### config.mk
export PLATFORM = sky130hd
export DESIGN_NAME = prescaled_updown_counter
export DESIGN_NICKNAME = d
export VERILOG_FILES = /design/src/rtl/prescaled_updown_counter.sv
export SDC_FILE = /design/constraint.sdc
export NUM_CORES = 1
export LEC_CHECK = 0
export BUFFER_PORTS_ARGS = -buffer_cell sky130_fd_sc_hd__buf_2
export CAP_MARGIN = 15
export CORE_ASPECT_RATIO = 0.8
export CORE_MARGIN = 2
export CORE_UTILIZATION = 52
export DETAILED_ROUTE_END_ITERATION = 10
export PLACE_DENSITY = 0.71
export SYNTH_ARGS = -nofsm -noshare
export SYNTH_HDL_FRONTEND = slang
export SYNTH_SLANG_ARGS = --single-unit
### constraint.sdc
create_clock -name clk -period 2.05 [get_ports clk]
set_clock_uncertainty 0.05 [all_clocks]
set_input_delay 0.205 -clock clk [delete_from_list [all_inputs] [get_ports clk]]
set_output_delay 0.205 -clock clk [all_outputs]
set_load 0.03 [all_outputs]
### src/rtl/prescaled_updown_counter.sv
// Up/down counter modulo MODULUS, stepped by a one-cycle prescaler tick.
// Single clock domain; the divider yields an enable, never a derived clock.
module prescaled_updown_counter #(
    parameter int              WIDTH   = 4,
    parameter longint unsigned MODULUS = 16,
    parameter longint unsigned DIV     = 50000000
) (
    input  logic             clk,
    input  logic             reset,
    input  logic             en,
    input  logic             up,
    input  logic             load,
    input  logic [WIDTH-1:0] load_val,
    output logic [WIDTH-1:0] q,
    output logic             tick,
    output logic             tc,
    output logic             wrap
);

    localparam int              PW   = (DIV > 1) ? $clog2(DIV) : 1;
    localparam logic [PW-1:0]   PMAX = PW'(DIV - 1);
    localparam logic [WIDTH-1:0] MAXV = WIDTH'(MODULUS - 1);

    logic [PW-1:0]    psc;
    logic             tick_int;
    logic [WIDTH-1:0] q_step;
    logic             wrap_step;
    logic [WIDTH-1:0] q_load;

    assign tick_int = en && (psc == PMAX);
    assign tc       = up ? (q == MAXV) : (q == '0);
    assign q_load   = (load_val > MAXV) ? MAXV : load_val;

    always_comb begin
        q_step    = q;
        wrap_step = 1'b0;
        if (up) begin
            if (q == MAXV) begin
                q_step    = '0;
                wrap_step = 1'b1;
            end else begin
                q_step = q + WIDTH'(1);
            end
        end else begin
            if (q == '0) begin
                q_step    = MAXV;
                wrap_step = 1'b1;
            end else begin
                q_step = q - WIDTH'(1);
            end
        end
    end

    // Load leaves psc alone so the tick phase survives a reload.
    always_ff @(posedge clk) begin
        if (reset) begin
            psc  <= '0;
            tick <= 1'b0;
            q    <= '0;
            wrap <= 1'b0;
        end else begin
            tick <= tick_int;
            if (en) begin
                psc <= tick_int ? '0 : psc + PW'(1);
            end
            if (load) begin
                q    <= q_load;
                wrap <= 1'b0;
            end else if (tick_int) begin
                q    <= q_step;
                wrap <= wrap_step;
            end else begin
                wrap <= 1'b0;
            end
        end
    end

endmodule

* After elaboration in Yosys (flattened, before gate mapping) *
Index checks and enable logic that the tools add are counted.
Widths: inputs -> output; s select.

storage, ports and cells
  bits in registers = 32
  latch bits = 0
  memory bits (writable) = 0
  memory bits (read-only) = 0
  input bits = 9
  output and inout port bits = 7
  logic and storage cells = 26
  memories = 0

operators by class
  $add $sub $neg = 3
  multipliers = 0
  div/mod/pow operators = 0
  magnitude comparators = 1
  eq/ne operators = 2
  shift-type cells = 0
  mux-type cells = 11
  bitwise logic cells = 1
  reduce and logical (&&, ||, !) cells = 4

operators by type and width
  operator               number
  $add 26x1->26 const B  1
  $eq 26x26->1 const B   1
  $mux 26                1
  $mux 4                 6
  $add 4x1->4 const B    1
  $eq 4x4->1 const B     1
  $gt 4x4->1 const B     1
  $logic_not 4->1        1
  $mux 1                 4
  $sub 4x1->4 const B    1
  $reduce_or 3->1        1
  $reduce_bool 2->1      1
  $logic_and 1x1->1      1
  $not 1->1              1

* Longest topological paths before layout *
  word-level depth = 5
  depth in mapped cells = 6
  gate-level depth less buffers = 6

* Worst setup path before layout *
OpenSTA, ideal clock, no wires.

  path type = register -> register
  from = register q[0]
  to = register wrap
  setup time = 96 ps
  data arrival time = 2185 ps
  setup slack = -281 ps
  stages on the path, launching flop included = 6
  clock period less this slack = 2331 ps
  path through = dfxtp_1 inv_1 ha_1 or3b_2 o21ai_0 nor4b_1

on the way
  cells in the longest elaborated chain, start to end = 3

RTL lines
  element                                               line    source
  from (decl)                                           14      output logic [WIDTH-1:0] q,
  from (signal assigned)                                67      q <= q_load;
  from (signal assigned)                                70      q <= q_step;
  $eq 4x4->1 / $logic_not 4->1 (equally long branches)  38, 45
  $mux 1, on equally long branches                      38, 45
  $mux 1 *                                              37      if (up) begin
  to (signal assigned)                                  71      wrap <= wrap_step;
  to (decl)                                             17      output logic wrap

Mark *: on every way between the ends. The rest lies on a longest branch, timed or not.
A chain may end at the register's enable or synchronous reset.

* Final worst setup path *
  from = register q[0]
  to = output port tc

on the way
  cells in the longest elaborated chain, start to end = 2

RTL lines
  element                                               line  source
  $eq 4x4->1 / $logic_not 4->1 (equally long branches)  31    assign tc = up ? (q == MAXV) : (q == '0);
  $mux 1 *                                              31
  to (decl)                                             16    output logic tc,

Marks and branches as above.

==> summary.txt <==
Outcome = completed
Min-delay worst type = primary input to register
Clk pwr share = 40.1%
Synth area leader = dfxtp_1
Postcts setup bufs = 0
Min Tclk post-route = 1.96 ns
Syn-to-layout area delta = 13.3%
H-Tree Depth = 2
Maximum VDD drop = 0.000511 V
Average size of a mapped cell = 8.78 um^2
Largest net degree at the start of global routing = 21
Final Hold Fails = 0
Seq/Total Area, Yosys = 36.1%
Worst-path cell with the longest stage delay = or3b_2
Asr flop ratio synth = 0%
Startpoint types = register
Hold buffers post-CTS = 0
Initial antenna violation count = 0
Drc violations = 0
Total CTS buffers = 5
CTS tree = yes
Max incr delay on CP = 0.48 ns
Max-slew violation count = 0
Worst setup path class = register to output port
# IOs = 16
Clock Pin Slew Worst Setup and Hold Paths = 0.06 ns
Vias in the first global route = 1524
Synthesized area = 0.00177 mm^2
Pleak = 0.000713 uW
Max FO, Critical Path = 9
Overflow left after global routing = 0
Slew margin rel. = 75.7%
Hpwl dp = 2960 um
Area of the core = 0.00318 mm^2
Most frequent cell after synthesis = dfxtp_1
First-pass GRT wire length = 7090 um
Main synth FF type = dfxtp_1
Setup violators final = 0
Placement Rows = 18
Initial Util = 55.9%
Delay-heaviest family, CP = simple AND/OR/NAND/NOR gates
CP Data Required Time = 1.79 ns
Seq cells post-synth = 32
Pwr Density = 616 mW/mm^2
Antenna Violating Nets Remaining = 0
Netlist cell types = 47
Share of power burned in registers = 52.2%
Arr. time, crit path = 1.71 ns
Initial DRC count = 74
CTS sink cnt = 32
Crit path cell chain = inv_1 -> ha_1 -> or3b_2 -> o21ai_2 -> buf_6
Number of vias per cell = 6.38
Tcrit/Tclk final = 95.7%
Finished Cell Area = 0.00201 mm^2
# Max-Cap Violations = 0
GRT Overall Usage = 22.3%
Synth top area cells = dfxtp_1 (36%), a21oi_1 (4.2%), nand4_1 (3.9%)
Commonest cells in the netlist = dfxtp_1 (32), nor2_1 (16), a21oi_1 (15), nand4_1 (11), o21ai_0 (10)
Synth Instances = 202
Die Height = 56.2 um
Root Buffer = clkbuf_8
CP Capture Type = output port
Routability cong. = 0.847
Die Wd = 69.3 um
Combinational group share of total power = 7.8%
EDFF count, synth = 0
Sw power = 300 uW
Actual slew at the worst max-slew pin = 0.355 ns
Die area = 0.00390 mm^2
TritonRoute pass-1 iters = 4
DRT Wirelength = 4090 um
Total power = 1240 uW
Net Sw Frac = 24.2%
Clk buf depth = 2
Internal Pwr Total = 938 uW
Utilization after layout = 63.3%
CP Buf/Inv Count = 2
Share of the synthesized area in the top cell type = 36.1%
Ant diodes = 0
Synth warn = 0
PortBufs = 15
RSZ-0062 raised after global routing = yes
Fmax = 510 MHz
DP Area = 0.00191 mm^2
WL/cell = 15.5 um
Final #Nets = 235
Clock Latency Late Sink = 0.28 ns
Syn nets = 214
Share of cells above drive strength 1 = 18.3%
Via count = 1685
[layout make-up]
class	count	area, um^2
Timing Repair Buffer	20	119
Fill cell	284	1170
Clock buffer	6	82.6
Clock inverter	2	10.0
Inverter	5	18.8
Sequential cell	32	643
Multi-Input combinational cell	159	1090
Tap cell	40	50.0
[metal layers]
metal / GRT usage (%) / vias up / routed length (um)
li1: - / 826 / -
met1: 30.1 / 812 / 1950
met2: 36.1 / 42 / 1910
met3: 4.89 / 5 / 195
met4: 5.60 / 0 / 25
met5: 0 / - / 0
[stage by stage]
stage	hold slack, ns	setup WS, ns	setup TNS [ns]	cells
6_report	0.116	0.0886	0	264
5_1_grt	0.121	-0.00525	-0.00525	264
4_1_cts	0.110	0.0177	0	264
3_5_place_dp	0.406	0.127	0	256
3_3_place_gp	0.396	0.205	0	256
2_1_floorplan	0.231	0.146	0	202
[power groups by stage]
stage,registers [uW],clock network (uW),logic [uW]
global placement,657,0,90.8
detailed placement,659,0,93.5
CTS,645,505,95.5
finish,645,496,96.2
floorplan,665,0,52.0
global route,648,529,106
[kinds of logic after synthesis]
family | synth area share, %
AND/OR/NAND/NOR | 34.2
AO/OA/AOI/OAI | 18.6
flip-flops | 36.1
XOR/XNOR | 5.43
buffers and inverters | 2.96
adder cells (fa/ha/maj) | 2.12
multiplexers | 0.564
[cell usage in the layout (no fill, tap or decap), drive strengths merged, types with 2 or more instances in the layout]
| cell type | Yosys | final |
|---|---|---|
| buf | 2 | 20 |
| clkinv | 0 | 2 |
| clkbuf | 4 | 6 |
| o41ai | 3 | 3 |
| o21bai | 3 | 3 |
| dfxtp | 32 | 32 |
| a31oi | 2 | 2 |
| nor3b | 2 | 2 |
| nor2 | 16 | 16 |
| and2 | 2 | 2 |
| nand2b | 2 | 2 |
| nor4bb | 2 | 2 |
| nor2b | 3 | 3 |
| nand3 | 7 | 7 |
| nor4 | 2 | 2 |
| a311oi | 2 | 2 |
| o211ai | 3 | 3 |
| xnor2 | 5 | 5 |
| and3 | 5 | 5 |
| nor3 | 2 | 2 |
| nand2 | 9 | 9 |
| nand4 | 15 | 15 |
| xor2 | 6 | 6 |
| o21ai | 10 | 10 |
| a21oi | 15 | 15 |
| o221ai | 2 | 2 |
| or3 | 7 | 7 |
| and4 | 6 | 6 |
| o31ai | 6 | 6 |
| ha | 3 | 3 |
| inv | 5 | 5 |
| or4 | 7 | 7 |
[timing repair]
item,4_1_cts,5_1_grt
setup endpoints to repair,1,3
cloned,0,0
gates resized for setup,1,4
[flip-flops by register name, indices dropped and copies added (netlist names)]
register,count
q,4
wrap,1
tick,1
psc,26
[worst paths after layout]
kind | from | endpoint | slack (ns) | cells past startpoint
worst max-delay path | q[0] | tc | 0.09 | 5
worst min-delay path | load | wrap | 0.12 | 2
worst max register to register | psc[13] | q[2] | 0.13 | 4
worst min register to register | psc[22] | psc[22] | 0.42 | 2
Note: power is estimated with default switching activity, not from simulation.
